--- config.mk ---
export PLATFORM = sky130hd
export DESIGN_NAME = controle_multiciclo_flat
export DESIGN_NICKNAME = d
export VERILOG_FILES = /design/src/rtl/controle_multiciclo_if.sv /design/src/rtl/controle_multiciclo.sv /design/src/flat_wrapper.sv
export SDC_FILE = /design/constraint.sdc
export NUM_CORES = 1
export LEC_CHECK = 0
export BUFFER_PORTS_ARGS = -buffer_cell sky130_fd_sc_hd__buf_2
export CORE_UTILIZATION = 36
export CTS_CLUSTER_DIAMETER = 150
export CTS_CLUSTER_SIZE = 28
export DETAILED_ROUTE_END_ITERATION = 8
export PLACE_DENSITY = 0.85
export SETUP_SLACK_MARGIN = 0.15
export SYNTH_ARGS = -nofsm -noshare
export SYNTH_HDL_FRONTEND = slang
export SYNTH_SLANG_ARGS = --single-unit
--- constraint.sdc ---
create_clock -name clk -period 1.1 [get_ports clk]
set_input_delay 0.11 -clock clk [delete_from_list [all_inputs] [get_ports clk]]
set_output_delay 0.11 -clock clk [all_outputs]
set_load 0.1 [all_outputs]
--- src/rtl/controle_multiciclo_if.sv ---
// Control/datapath bundle for the multicycle MIPS controller: IR fields and ALU zero
// flag in, mux selects, strobes and ALU operation out.
interface controle_multiciclo_if;
   logic [5:0] opcode;
   logic [5:0] funct;
   logic       zero;
   logic       pc_en;
   logic       iord;
   logic       mem_read;
   logic       mem_write;
   logic       ir_write;
   logic       reg_dst;
   logic       mem_to_reg;
   logic       reg_write;
   logic       alu_src_a;
   logic [1:0] alu_src_b;
   logic [2:0] operation;
   logic [1:0] pc_source;
   logic       illegal_op;
   logic [3:0] state;

   modport master (
      input  opcode, funct, zero,
      output pc_en, iord, mem_read, mem_write, ir_write, reg_dst, mem_to_reg,
             reg_write, alu_src_a, alu_src_b, operation, pc_source, illegal_op, state
   );

   modport slave (
      output opcode, funct, zero,
      input  pc_en, iord, mem_read, mem_write, ir_write, reg_dst, mem_to_reg,
             reg_write, alu_src_a, alu_src_b, operation, pc_source, illegal_op, state
   );
endinterface

--- src/rtl/controle_multiciclo.sv ---
// Moore multicycle MIPS control FSM; addi support (states 10/11) is enabled by
// defining CONTROLE_ADDI_EN.
//
// state    | meaning
// FETCH    | read instruction, PC <= PC + 4
// DECODE   | dispatch on opcode, precompute branch target
// MEMADR   | ALU computes A + imm for lw/sw
// MEMREAD  | read data memory at ALUOut
// MEMWB    | write MDR into rt
// MEMWRITE | write B to memory at ALUOut
// EXECUTE  | R-type ALU op from funct
// ALUWB    | write ALUOut into rd
// BRANCH   | compare A - B, load PC from ALUOut on zero
// JUMP     | load PC with jump target
// ADDIEX   | ALU computes A + imm
// ADDIWB   | write ALUOut into rt
module controle_multiciclo (
   input  logic                        clk,
   input  logic                        reset,
   controle_multiciclo_if.master       bus
);
   typedef enum logic [3:0] {
      FETCH    = 4'd0,
      DECODE   = 4'd1,
      MEMADR   = 4'd2,
      MEMREAD  = 4'd3,
      MEMWB    = 4'd4,
      MEMWRITE = 4'd5,
      EXECUTE  = 4'd6,
      ALUWB    = 4'd7,
      BRANCH   = 4'd8,
      JUMP     = 4'd9,
      ADDIEX   = 4'd10,
      ADDIWB   = 4'd11
   } state_t;

   localparam logic [5:0] OP_R    = 6'b000000;
   localparam logic [5:0] OP_LW   = 6'b100011;
   localparam logic [5:0] OP_SW   = 6'b101011;
   localparam logic [5:0] OP_BEQ  = 6'b000100;
   localparam logic [5:0] OP_J    = 6'b000010;
   localparam logic [5:0] OP_ADDI = 6'b001000;

   state_t     state_q, state_d;
   logic       is_sw;
   logic       funct_valid;
   logic [2:0] funct_op;
   logic       pc_write, branch, mem_rd, mem_wr, ir_wr, reg_wr, illegal;

   always_comb begin
      funct_valid = 1'b1;
      funct_op    = 3'b010;
      case (bus.funct)
         6'b100000: funct_op = 3'b010;
         6'b100010: funct_op = 3'b110;
         6'b100100: funct_op = 3'b000;
         6'b100101: funct_op = 3'b001;
         6'b101010: funct_op = 3'b111;
         default:   funct_valid = 1'b0;
      endcase
   end

   always_comb begin
      state_d        = FETCH;
      pc_write       = 1'b0;
      branch         = 1'b0;
      mem_rd         = 1'b0;
      mem_wr         = 1'b0;
      ir_wr          = 1'b0;
      reg_wr         = 1'b0;
      illegal        = 1'b0;
      bus.iord       = 1'b0;
      bus.reg_dst    = 1'b0;
      bus.mem_to_reg = 1'b0;
      bus.alu_src_a  = 1'b0;
      bus.alu_src_b  = 2'b00;
      bus.operation  = 3'b010;
      bus.pc_source  = 2'b00;
      case (state_q)
         FETCH: begin
            mem_rd        = 1'b1;
            ir_wr         = 1'b1;
            pc_write      = 1'b1;
            bus.alu_src_b = 2'b01;
            state_d       = DECODE;
         end
         DECODE: begin
            bus.alu_src_b = 2'b11;
            case (bus.opcode)
               OP_LW, OP_SW: state_d = MEMADR;
               OP_R:         if (funct_valid) state_d = EXECUTE; else illegal = 1'b1;
               OP_BEQ:       state_d = BRANCH;
               OP_J:         state_d = JUMP;
`ifdef CONTROLE_ADDI_EN
               OP_ADDI:      state_d = ADDIEX;
`endif
               default:      illegal = 1'b1;
            endcase
         end
         MEMADR: begin
            bus.alu_src_a = 1'b1;
            bus.alu_src_b = 2'b10;
            state_d       = is_sw ? MEMWRITE : MEMREAD;
         end
         MEMREAD: begin
            bus.iord = 1'b1;
            mem_rd   = 1'b1;
            state_d  = MEMWB;
         end
         MEMWB: begin
            bus.mem_to_reg = 1'b1;
            reg_wr         = 1'b1;
         end
         MEMWRITE: begin
            bus.iord = 1'b1;
            mem_wr   = 1'b1;
         end
         EXECUTE: begin
            bus.alu_src_a = 1'b1;
            bus.operation = funct_op;
            state_d       = ALUWB;
         end
         ALUWB: begin
            bus.reg_dst = 1'b1;
            reg_wr      = 1'b1;
         end
         BRANCH: begin
            bus.alu_src_a = 1'b1;
            bus.operation = 3'b110;
            bus.pc_source = 2'b01;
            branch        = 1'b1;
         end
         JUMP: begin
            bus.pc_source = 2'b10;
            pc_write      = 1'b1;
         end
`ifdef CONTROLE_ADDI_EN
         ADDIEX: begin
            bus.alu_src_a = 1'b1;
            bus.alu_src_b = 2'b10;
            state_d       = ADDIWB;
         end
         ADDIWB: begin
            reg_wr = 1'b1;
         end
`endif
         default: state_d = FETCH;
      endcase
   end

   // Store/load choice is latched in DECODE so MEMADR does not depend on opcode.
   always_ff @(posedge clk) begin
      if (reset) begin
         state_q <= FETCH;
         is_sw   <= 1'b0;
      end else begin
         state_q <= state_d;
         if (state_q == DECODE) is_sw <= (bus.opcode == OP_SW);
      end
   end

   assign bus.pc_en      = ~reset & (pc_write | (branch & bus.zero));
   assign bus.mem_read   = ~reset & mem_rd;
   assign bus.mem_write  = ~reset & mem_wr;
   assign bus.ir_write   = ~reset & ir_wr;
   assign bus.reg_write  = ~reset & reg_wr;
   assign bus.illegal_op = ~reset & illegal;
   assign bus.state      = state_q;
endmodule

--- src/flat_wrapper.sv ---
// flat-port wrapper written by rule: the top's interface ports become plain ports
module controle_multiciclo_flat 
  (clk, reset, bus_opcode, bus_funct, bus_zero, bus_pc_en, bus_iord, bus_mem_read, bus_mem_write, bus_ir_write, bus_reg_dst, bus_mem_to_reg, bus_reg_write, bus_alu_src_a, bus_alu_src_b, bus_operation, bus_pc_source, bus_illegal_op, bus_state);
  controle_multiciclo_if bus_i ();
  input  logic clk;
  input  logic reset;
  input wire logic [$bits(bus_i.opcode)-1:0] bus_opcode;
  input wire logic [$bits(bus_i.funct)-1:0] bus_funct;
  input wire logic [$bits(bus_i.zero)-1:0] bus_zero;
  output wire logic [$bits(bus_i.pc_en)-1:0] bus_pc_en;
  output wire logic [$bits(bus_i.iord)-1:0] bus_iord;
  output wire logic [$bits(bus_i.mem_read)-1:0] bus_mem_read;
  output wire logic [$bits(bus_i.mem_write)-1:0] bus_mem_write;
  output wire logic [$bits(bus_i.ir_write)-1:0] bus_ir_write;
  output wire logic [$bits(bus_i.reg_dst)-1:0] bus_reg_dst;
  output wire logic [$bits(bus_i.mem_to_reg)-1:0] bus_mem_to_reg;
  output wire logic [$bits(bus_i.reg_write)-1:0] bus_reg_write;
  output wire logic [$bits(bus_i.alu_src_a)-1:0] bus_alu_src_a;
  output wire logic [$bits(bus_i.alu_src_b)-1:0] bus_alu_src_b;
  output wire logic [$bits(bus_i.operation)-1:0] bus_operation;
  output wire logic [$bits(bus_i.pc_source)-1:0] bus_pc_source;
  output wire logic [$bits(bus_i.illegal_op)-1:0] bus_illegal_op;
  output wire logic [$bits(bus_i.state)-1:0] bus_state;
  assign bus_i.opcode = bus_opcode;
  assign bus_i.funct = bus_funct;
  assign bus_i.zero = bus_zero;
  assign bus_pc_en = bus_i.pc_en;
  assign bus_iord = bus_i.iord;
  assign bus_mem_read = bus_i.mem_read;
  assign bus_mem_write = bus_i.mem_write;
  assign bus_ir_write = bus_i.ir_write;
  assign bus_reg_dst = bus_i.reg_dst;
  assign bus_mem_to_reg = bus_i.mem_to_reg;
  assign bus_reg_write = bus_i.reg_write;
  assign bus_alu_src_a = bus_i.alu_src_a;
  assign bus_alu_src_b = bus_i.alu_src_b;
  assign bus_operation = bus_i.operation;
  assign bus_pc_source = bus_i.pc_source;
  assign bus_illegal_op = bus_i.illegal_op;
  assign bus_state = bus_i.state;
  controle_multiciclo u_core (.clk(clk), .reset(reset), .bus(bus_i));
endmodule
==> results of run 1 <==
-- per-stage QoR --
step | TNS (ns) | hold slack, ns | std cells
floorplan | -13.79 | 0.177 | 74
global placement | -3.81 | 0.480 | 144
-- Yosys cell counts, types with 2 or more instances --
library cell,n
buf_2,4
nand2b_1,6
nand2_1,3
nor3b_1,4
o21ai_0,2
a2111oi_2,2
nor2b_1,4
nand3_1,2
nor3_1,11
dfxtp_1,5
mux2i_1,2
nor2_1,7
inv_1,2
-- cell families after synthesis --
family	synth area share, %
DFF	17.9
and+or+nand+nor	54.0
buffers and inverters	5.61
muxes	3.59
xor gates and xnor gates	3.14
AOI/OAI and AO/OA	15.7
==> results.txt, run 1 <==
After synthesis, the cell types taking the most area are dfxtp_1 18%, nor3_1 9.9%, nand2b_1 6.7%. The first error in the log reads "[ERROR DPL-0038] Utilization greater than 100%, impossible to legalize". The effective utilization at floorplan came out at 40.8%. The fraction of registers with async set/reset came out at 0%. The synthesized instance count is 74. The library cell occupying the most area in the post-synthesis netlist is dfxtp_1. The number of synthesized flops with an enable pin came out at 0.

The number of core rows is 13. In this run the horizontal extent of the chip is 41.4 um. The flow did not finish.

After synthesis, the mean cell area works out to 7.54 um^2. When the netlist entered floorplanning its net count stood at 89. The sequential-to-total area share from yosys stat came out at 17.9%.

Input and output buffers added on the ports amount to 35. The last flow stage reached is 3_5_place_dp. The placer congestion estimate came out at 0.851.

The number of warnings reported in the yosys synthesis log came out at 0. In this run the count of I/O pins placed on the die edge is 36. The count of distinct cell types in the synthesized netlist is 33.

The cell area after technology mapping came out at 558 um^2. The top-area cell type share of the netlist area is 17.9%. The vertical extent of the die is 41.4 um. The register bit total from synthesis is 5.

In the synthesized netlist the dominant register cell turns out to be dfxtp_1.
==> run 2: changes to the inputs <==
Settings changed: CORE_AREA set to 2 2 63 65, CORE_UTILIZATION 36 to unset, CTS_CLUSTER_DIAMETER 150 to unset, CTS_CLUSTER_SIZE 28 to unset, DIE_AREA set to 0 0 65 67, PLACE_DENSITY 0.85 to unset, PLACE_DENSITY_LB_ADDON set to 0.15, SETUP_SLACK_MARGIN 0.15 to unset.
Clock period 1.1 ns to 1.4 ns, I/O delays scaled along.
==> results.txt, run 2 <==
The final layout net count came out at 149. The area of the die is 4360 um^2. The vertical extent of the die was 67 um (+62%).

The leading cell type in the layout, fill and taps excluded is buf_12. The synthesized-area fraction occupied by ao, oa, aoi and oai cells is 15.7% (unchanged). The I/O pin count was 36 (unchanged). The number of synthesized flops with an enable pin is 0 (unchanged). The detailed-route via count came out at 768. The final hold violation count is 0. Among all flip-flop cells after synthesis, the most frequent one is dfxtp_1. The cell area after technology mapping came out at 558 um^2 (unchanged). The share of synthesized cell area in full adder, half adder and majority cells came out at 0% (unchanged). The count of distinct cell types in the synthesized netlist came out at 33 (unchanged). The library cell occupying the most area in the post-synthesis netlist is dfxtp_1.

The top-area cell type share of the netlist area came out at 17.9% (unchanged). For this block, the routed nets add up to 2.19 mm of wire. After global routing the overflow that remains totals 0. The critical path is of the reg2out type. Global routing consumed, over all layers together, 10.9% of the routing resources. The growth of design area from synthesis to finish came out at 187%.

The clock sink count is 5. The final reports fail on setup timing. The power density relative to cell area came out at 462 nW/um^2. The sequential cells in the finished layout cover a total of 115 um^2. The sequential-to-total area share from yosys stat came out at 17.9% (unchanged).

The achievable clock frequency came out at 0.587 GHz. The placer congestion estimate came to 0.776 (-8.8%). The share of the core filled with cells came out at 44.4%. The synthesized instance count is 74 (unchanged). Buffers inserted during clock tree synthesis total 3. After synthesis, the largest family of logic cells by area is simple AND/OR/NAND/NOR gates. The tree is rooted in a clkbuf_8. The number of nets with antenna violations after routing is 0.

The final cell count without fillers came out at 181. The length of the first detailed-routing pass in iterations came out at 4. The core box area is 3610 um^2. The post-synthesis share of cell area spent on xor and xnor gates is 3.14% (unchanged). The overall power consumption came out at 0.000740 W. The mux contribution to synthesized area is 3.59% (unchanged). The fraction of registers with async set/reset is 0% (unchanged). The initial antenna violation count is 0. The total of max-cap violations is 0. The residual DRC count came out at 0. The maximum fanout along the worst path is 3. The area fraction in and, or, nand and nor cells after synthesis is 54.0% (unchanged). The number of port buffers came out at 35 (unchanged). Clock-pin slew was measured on the worst setup and hold paths at 0.04 ns. The post-route worst setup slack is -0.305 ns. The top cell types in the final layout, fill and taps aside, are 21 x buf_12, 14 x buf_2, 13 x buf_4, 10 x buf_6, 8 x nor3_4.

The number of core rows came out at 22 (+9). The register with the most flip-flops in the layout has 4 of them. The number of nets produced by synthesis came out at 89 (unchanged). The shortest clock period the worst path allows after layout is 1.70 ns.

The arrival time of the worst setup path is 1.56 ns. The clock latency at the later pin of the worst-skew pair came out at 0.22 ns. The data required time at the worst endpoint is 1.26 ns. By area the synthesized netlist is led by dfxtp_1 18%, nor3_1 9.9%, nand2b_1 6.7%. The number of hold buffers added after CTS is 0. The standby leakage power came out at 0.612 nW. The actual transition at the worst max-transition pin is 0.333 ns. TritonCTS built the clock tree.

The average instance area after synthesis came out at 7.54 um^2 (unchanged). The first-pass GRT wire length came out at 3.62 mm. The flow ran to the end, but the final reports show violations. The number of warnings reported in the yosys synthesis log came out at 0 (unchanged). The setup-violating endpoint count in the final report is 17.

The placed instance count is 168. The chip width is 65 um (+57%). No sink is reached through more buffers than the 2 on the longest clock path. The area of the multi-input gates is 653 um^2. The effective utilization at floorplan is 15.5% (-25 points). CTS built an H-tree with a depth of 1.

After synthesis, the most frequently instantiated cells are 11 x nor3_1, 7 x nor2_1, 6 x nand2b_1. The number of slew-limit violations in the final report was 0. Setup slack on the worst reg-to-reg path comes out at 0.05 ns.

The number of global-route vias before repair came out at 811. Setup repair after global routing could not meet its margin everywhere. The detailed router's first-iteration violation count came out at 25. The type of the tightest min-delay check is in2reg. The number of filler instances in the final layout is 354. The fraction of final layout cells sized beyond drive strength 1 came out at 75.9%. Dividing the final minimum period by the clock period gives 122%. Using the TritonRoute via totals, the vias-per-cell ratio works out to 4.24. The worst clock skew on the final layout came out at 0.00203 ns. The worst setup path is launched from a flop.

The register bit total from synthesis is 5 (unchanged). The routed length per instance came out at 12.1 um. The cell with the most instances after synthesis is nor3_1. The largest vdd supply drop is 0.281 mV. The critical path capture point type is a primary output. The HPWL after detailed placement came out at 1.68 mm. The maximum number of pins on one net before global-route repair is 16. Measured against its own limit, the worst slew margin works out to 77.7%. 0 antenna diodes ended up in the layout.
run 2: cell counts after synthesis:
Identical to the previous run, type by type.
run 2: path summary, 6_finish.rpt:
path / from / endpoint / depth (start not counted)
hold / removal: bus_opcode[3] / u_core.is_sw / 3
setup / recovery: u_core.bus.state[2] / bus_illegal_op / 5
hold reg to reg: u_core.is_sw / u_core.is_sw / 2
setup reg to reg: u_core.bus.state[2] / u_core.bus.state[1] / 6
run 2: cell families after synthesis:
group / after synthesis
compound gates: 10
xor+xnor: 2
buf+inv: 7
flops: 5
mux: 2
simple gates: 48
run 2: final cells by class:
| class | instances | area share (%) |
|---|---|---|
| Inverter | 3 | 0.704 |
| Clock buffer | 4 | 2.81 |
| Multi-Input combinational cell | 62 | 40.8 |
| Tap cell | 48 | 3.75 |
| Sequential cell | 5 | 7.19 |
| Timing Repair Buffer | 59 | 44.7 |
run 2: worst max-delay path, cell delays in order (launching register included):
cell and delay (ns):
dfxtp_4 0.33, or3_4 0.38, nor2_4 0.11, inv_2 0.05, a2111oi_4 0.25, buf_12 0.22
run 2: per-stage QoR:
step | hold slack (ns) | area (um^2) | worst slack [ns] | setup TNS [ns]
global placement | 0.446 | 1360 | -0.200 | -0.234
CTS | 0.219 | 1580 | -0.322 | -2.61
finish | 0.222 | 1600 | -0.305 | -2.72
detailed placement | 0.447 | 1360 | -0.216 | -0.316
floorplan | 0.207 | 736 | -0.941 | -8.60
global route | 0.230 | 1600 | -0.355 | -3.59
run 2: routing by layer:
metal  global-route usage [%]  vias up  wire (um)
li1                         -      386          -
met1                     11.7      365        880
met2                     20.9       15       1200
met3                     2.70        2        102
met4                     3.19        0          9
met5                        0        -          0
run 2: timing repair:
item | CTS | global route
pin swaps | 9 | 3
gates cloned | 0 | 0
gates resized for setup | 26 | 5
setup buffers | 8 | 2
setup endpoints to repair | 16 | 18
run 2: power by group:
part / internal [W] / switching (W)
clock network: 0.000195 / 0.0000673
registers: 0.000140 / 0.00000371
logic: 0.000131 / 0.000202
total: 0.000467 / 0.000273
Power figures use the tool's default switching activity.
==> run 3: changes to the inputs <==
Settings changed: RECOVER_POWER set to 100.
==> results.txt, run 3 (synthesis gave the netlist of run 2 again) <==
The run finished, with violations left. The checks that failed: setup timing. The post-placement cell area is 1360 um^2 (unchanged). The core box area came out at 3610 um^2 (unchanged).

The post-route clock period utilization is 122% (about the same). The worst min-delay path endpoint is u_core.is_sw. The arrival time of the worst setup path came out at 1.57 ns (about the same). The shortest clock period the worst path allows after layout is 1.71 ns (+0.00160 ns). The final global-route overflow total is 0 (unchanged). The clock tree buffer depth was 2 (unchanged). STA classifies the critical path endpoint as a primary output.

The overall power consumption came to 0.000729 W (-1.4%). The chip width came to 65 um (unchanged). The number of port buffers is 35 (unchanged). The vertical extent of the die is 67 um (unchanged).

The maximum fanout along the worst path is 3 (unchanged). The power density relative to cell area is 467 nW/um^2 (+0.98%). The residual DRC count came to 0 (unchanged). Setup repair after global routing could not meet its margin everywhere. The worst-case reg-to-reg path depth is 6 (unchanged). The HPWL after detailed placement is 1.68 mm (unchanged). The number of global-route vias before repair is 811 (unchanged). The count of antenna diodes in the layout came out at 0 (unchanged). The portion of total power attributed to the clock network came out at 35.9% (+0.4 points).

The CTS clock-pin slew for the worst setup and hold paths is 0.04 ns (about the same). The actual transition at the worst max-transition pin is 0.317 ns (-0.0163 ns). The area of the die is 4360 um^2 (unchanged). The I/O pin count is 36 (unchanged).

The total length of routed wires came out at 2.19 mm (about the same). The area of all placed cells without fillers was 1560 um^2 (-2.3%). The post-place setup slack came out at -0.216 ns (unchanged). In this run the critical register-to-register path is launched from u_core.bus.state[2].

The worst slew margin relative to its limit came to 78.3% (+0.59 points). The achievable clock frequency is 0.586 GHz (about the same). The library cell used most frequently in the layout, excluding fill and tap cells, is buf_12. The routed length per instance is 12.1 um (about the same).

The library cells used most frequently in the layout, excluding fill and tap cells, are 19 x buf_12, 14 x buf_2, 11 x buf_4, 10 x buf_6, 8 x nor3_4. The number of core rows came out at 22 (unchanged). The worst setup slack for register-to-register paths is 0.04 ns (about the same). The final hold violation count is 0 (unchanged). The largest vdd supply drop came out at 0.263 mV (-6.4%). The initial antenna violation count came out at 0 (unchanged). The buffer type at the clock tree root is clkbuf_8.

The number of buffers added by the clock tree synthesis step is 3 (unchanged). The startpoint of the tightest hold check path is bus_opcode[3]. The number of filler instances in the final layout came to 357 (+0.85%). The number of nets with antenna violations after routing is 0 (unchanged). The data required time at the worst endpoint is 1.26 ns (about the same).

The standby leakage power is 0.597 nW (-2.3%). The number of hold buffers added after CTS came to 0 (unchanged). The detailed router's first-iteration violation count is 23 (-8.0%). The maximum number of pins on one net before global-route repair is 16 (unchanged).

The routed via count divided by cell count came out at 4.27 (+0.52%). The combinational power share is 44.3% (-0.7 points). The growth of design area from synthesis to finish is 180%. The fraction of final layout cells sized beyond drive strength 1 is 74.4% (-1.5 points). The clock sink count is 5 (unchanged). The setup-violating endpoint count in the final report came out at 17 (unchanged).

The switching power as a share of total power came to 37.0% (+0.16 points). By startpoint and endpoint, the worst setup path is classified as reg2out. The worst setup path is launched from a flop.

The flip-flop count of the largest register after layout came to 4 (unchanged). The length of the first detailed-routing pass in iterations came out at 2 (-2). The tightest min-delay check is of the in2reg type. The final layout net count came out at 149 (unchanged).

The number of slew-limit violations in the final report came to 0 (unchanged). The first-pass GRT wire length was 3.62 mm (unchanged). The total of max-cap violations is 0 (unchanged). The detailed-route via count came out at 772 (+0.52%). The total net switching power is 0.000270 W (-0.96%).

The effective utilization at floorplan came to 15.5% (unchanged). The aggregate global-route resource usage came to 10.9% (unchanged). The proportion of power drawn by flip-flops and latches came out at 19.7% (+0.2 points). The most critical setup path has its startpoint at u_core.bus.state[2]. The H-tree depth is 1 (unchanged).

The count of cells along the worst hold path is 3 (unchanged). The placer congestion estimate is 0.776 (unchanged). The cell-internal power came out at 0.000459 W (-1.6%). The clock latency at the later pin of the worst-skew pair is 0.22 ns (about the same). The worst clock skew on the final layout is 0.00228 ns (+0.000248 ns). The post-route worst setup slack came out at -0.306 ns (-0.00160 ns). TritonCTS built the clock tree. The endpoint identified for the worst register-to-register timing path is u_core.bus.state[1].
## run 3: layout make-up
cell class	count	area, um^2	area share, %
Sequential cell	5	115	7.37
Multi-Input combinational cell	62	647	41.4
Timing Repair Buffer	59	684	43.8
Clock buffer	4	45.0	2.88
Inverter	3	11.3	0.721
Tap cell	48	60.1	3.84
## run 3: worst max-delay path by stage
stage,end,cells past startpoint
floorplan,bus_illegal_op,4
global placement,bus_illegal_op,5
detailed placement,bus_illegal_op,5
CTS,bus_illegal_op,5
global route,bus_illegal_op,5
finish,bus_illegal_op,5
## run 3: repair_timing
item / 4_1_cts / 5_1_grt
resized for setup: 26 / 5
gates cloned: 0 / 0
hold endpoints to repair: 0 / 0
pin swaps: 9 / 3
setup buffers: 8 / 2
endpoints found under the setup margin: 16 / 18
## run 3: worst max-delay path, stage by stage, from the launching register on
cell	delay, ns
dfxtp_4	0.33
or3_4	0.38
nor2_4	0.12
inv_2	0.06
a2111oi_4	0.25
buf_12	0.22
## run 3: per-stage QoR
step           TNS, ns  hold WS (ns)  util, %  std cells
2_1_floorplan    -8.60         0.207        -         74
3_3_place_gp    -0.234         0.446     37.8        168
3_5_place_dp    -0.316         0.447     37.8        168
4_1_cts          -2.61         0.219     43.7        180
5_1_grt          -3.95         0.230     43.3        181
6_report         -2.93         0.222     43.3        181
## run 3: routing by layer
layer / wire, um / global-route usage [%] / up-vias
met2: 1240 / 20.9 / 17
met3: 112 / 2.70 / 2
met5: 0 / 0 / -
met4: 9 / 3.19 / 0
met1: 825 / 11.7 / 367
li1: - / - / 386
## run 3: power groups by stage
stage          Clock, W  Sequential (W)  Combinational, W
2_1_floorplan         0        0.000165          0.000168
3_3_place_gp          0        0.000146          0.000314
3_5_place_dp          0        0.000146          0.000317
4_1_cts        0.000267        0.000144          0.000334
5_1_grt        0.000273        0.000145          0.000339
6_report       0.000262        0.000144          0.000323
==> run 4: changes to the inputs <==
Settings changed: CTS_CLUSTER_SIZE set to 25, GPL_TIMING_DRIVEN set to 0, SLEW_MARGIN set to 20.
==> results.txt, run 4 (synthesis gave the netlist of run 2 again) <==
The aggregate global-route resource usage came to 11.3% (+0.40 points). The placed instance count is 157 (-6.5%). The I/O pin count is 36 (unchanged). The placer congestion estimate came out at 0.704 (-9.2%). The first-pass GRT wire length came out at 3.70 mm (+2.1%). The number of hold buffers added after CTS is 0 (unchanged). The chip width is 65 um (unchanged). The number of global-route vias before repair was 776 (-4.3%). The clock tree buffer depth is 2 (unchanged).

The number of core rows came out at 22 (unchanged). The number of nets with antenna violations after routing is 0 (unchanged). The length of the first detailed-routing pass in iterations is 3 (+1). The worst slew margin relative to its limit is 64.0% (-14 points). The count of antenna diodes in the layout came out at 0 (unchanged). The fraction of final layout cells sized beyond drive strength 1 came out at 76.2% (+1.8 points).

The final hold violation count is 0 (unchanged). The root buffer cell chosen for the clock tree is clkbuf_8. The CTS clock-pin slew for the worst setup and hold paths came out at 0.04 ns (about the same).

The total of max-cap violations is 0 (unchanged). The shortest clock period the worst path allows after layout came out at 1.75 ns (+0.0472 ns). The clock sink count is 5 (unchanged). The number of filler instances in the final layout is 368 (+3.1%). The worst setup slack for register-to-register paths came to -0.02 ns (-0.06 ns).

The final cell count without fillers came to 174 (-3.9%). The data required time at the worst endpoint was 1.26 ns (about the same). The achievable clock frequency came to 0.570 GHz (-2.7%). In the layout the commonest cells are 16 x buf_12, 14 x buf_2, 8 x buf_6, 8 x nor3_4, 7 x buf_4. The number of buffers added by the clock tree synthesis step is 3 (unchanged).

The share of the core filled with cells is 41.3% (-2.0 points). The maximum fanout along the worst path came to 3 (unchanged). The residual DRC count is 0 (unchanged). The H-tree depth came out at 1 (unchanged). The worst clock skew on the final layout is 0.00592 ns (+0.00364 ns). The flow ran to the end, but the final reports show violations. The post-route clock period utilization is 125% (+3.4 points).

The flip-flop count of the largest register after layout came out at 4 (unchanged). The final global-route overflow total came to 0 (unchanged). By startpoint and endpoint, the worst setup path is classified as reg2out. The effective utilization at floorplan is 15.5% (unchanged). The actual transition at the worst max-transition pin was 0.543 ns (+0.225 ns). The standby leakage power came out at 0.560 nW (-6.3%). The final layout net count is 142 (-4.7%). The maximum number of pins on one net before global-route repair came out at 11 (-5). The routed via count divided by cell count came out at 4.34 (+1.9%). The clock latency at the later pin of the worst-skew pair is 0.22 ns (about the same). The vertical extent of the die is 67 um (unchanged). The total length of routed wires came out at 2.21 mm (+1.1%). The HPWL after detailed placement is 1.50 mm (-11%). The core box area is 3610 um^2 (unchanged). The detailed router's first-iteration violation count came out at 24 (+4.3%). The arrival time of the worst setup path came to 1.61 ns (+0.04 ns). The post-route worst setup slack was -0.354 ns (-0.0472 ns).

The overall power consumption was 0.000720 W (-1.3%). The final reports fail on setup timing. The detailed-route via count is 756 (-2.1%). The power density relative to cell area came out at 483 nW/um^2 (+3.5%).

The worst setup path is captured at a primary output. TritonCTS built the clock tree. The number of slew-limit violations in the final report came out at 0 (unchanged). The area of the die came to 4360 um^2 (unchanged). The largest vdd supply drop is 0.248 mV (-5.9%). The initial antenna violation count came to 0 (unchanged). The number of port buffers came out at 35 (unchanged).

The growth of design area from synthesis to finish came out at 167%. Setup repair after global routing could not meet its margin everywhere. The worst setup path is launched from a flop.

The library cell used most frequently in the layout, excluding fill and tap cells, is buf_12. The tightest min-delay check is of the in2reg type. The routed length per instance is 12.7 um (+5.2%).

The setup-violating endpoint count in the final report came out at 18 (+1).
## run 4: final timing paths
kind | startpoint | endpoint | cells after the start
min | bus_opcode[3] | u_core.is_sw | 3
min reg2reg | u_core.is_sw | u_core.is_sw | 2
max | u_core.bus.state[3] | bus_illegal_op | 5
max reg2reg | u_core.bus.state[3] | u_core.is_sw | 7
## run 4: report_power, final
part	total (W)	switching (W)	internal, W
Combinational	0.000307	0.000200	0.000107
Sequential	0.000144	0.00000404	0.000140
Clock	0.000269	0.0000731	0.000196
Total	0.000720	0.000277	0.000443
## run 4: cell type report
type	instances	area, um^2	area share, %
tap	48	60.1	4.03
buffer	4	57.6	3.86
clock buffer	4	45.0	3.02
timing repair buffer	48	543	36.4
multi-input combinational	62	658	44.2
sequential	5	115	7.72
inverter	3	11.3	0.756
## run 4: routing by layer
| layer | wire, um | global-route usage [%] | part of all wire (%) | vias to the layer above |
|---|---|---|---|---|
| li1 | - | - | - | 379 |
| met1 | 891 | 12.2 | 40 | 355 |
| met2 | 1190 | 21.0 | 54 | 18 |
| met3 | 115 | 4.05 | 5.2 | 4 |
| met4 | 18 | 2.39 | 0.81 | 0 |
| met5 | 0 | 0 | 0 | - |
## run 4: worst max-delay path: stages, from the launching register on
cell,delay (ns)
dfxtp_4,0.33
or3_4,0.38
nor2_4,0.14
inv_2,0.05
a2111oi_4,0.20
buf_6,0.27
## run 4: timing repair
action                     in CTS  in global routing
buffers inserted               11                  2
setup endpoints to repair      17                 17
gates cloned                    0                  0
resized for setup              91                 11
pin swaps                      12                  6
## run 4: per-stage QoR
stage	cell area [um^2]	worst slack [ns]	setup TNS (ns)	hold slack [ns]
2_1_floorplan	736	-0.941	-8.60	0.207
3_3_place_gp	971	-0.486	-2.95	0.446
3_5_place_dp	971	-0.483	-3.14	0.446
4_1_cts	1450	-0.359	-2.46	0.218
5_1_grt	1490	-0.433	-4.59	0.230
6_report	1490	-0.354	-3.64	0.213
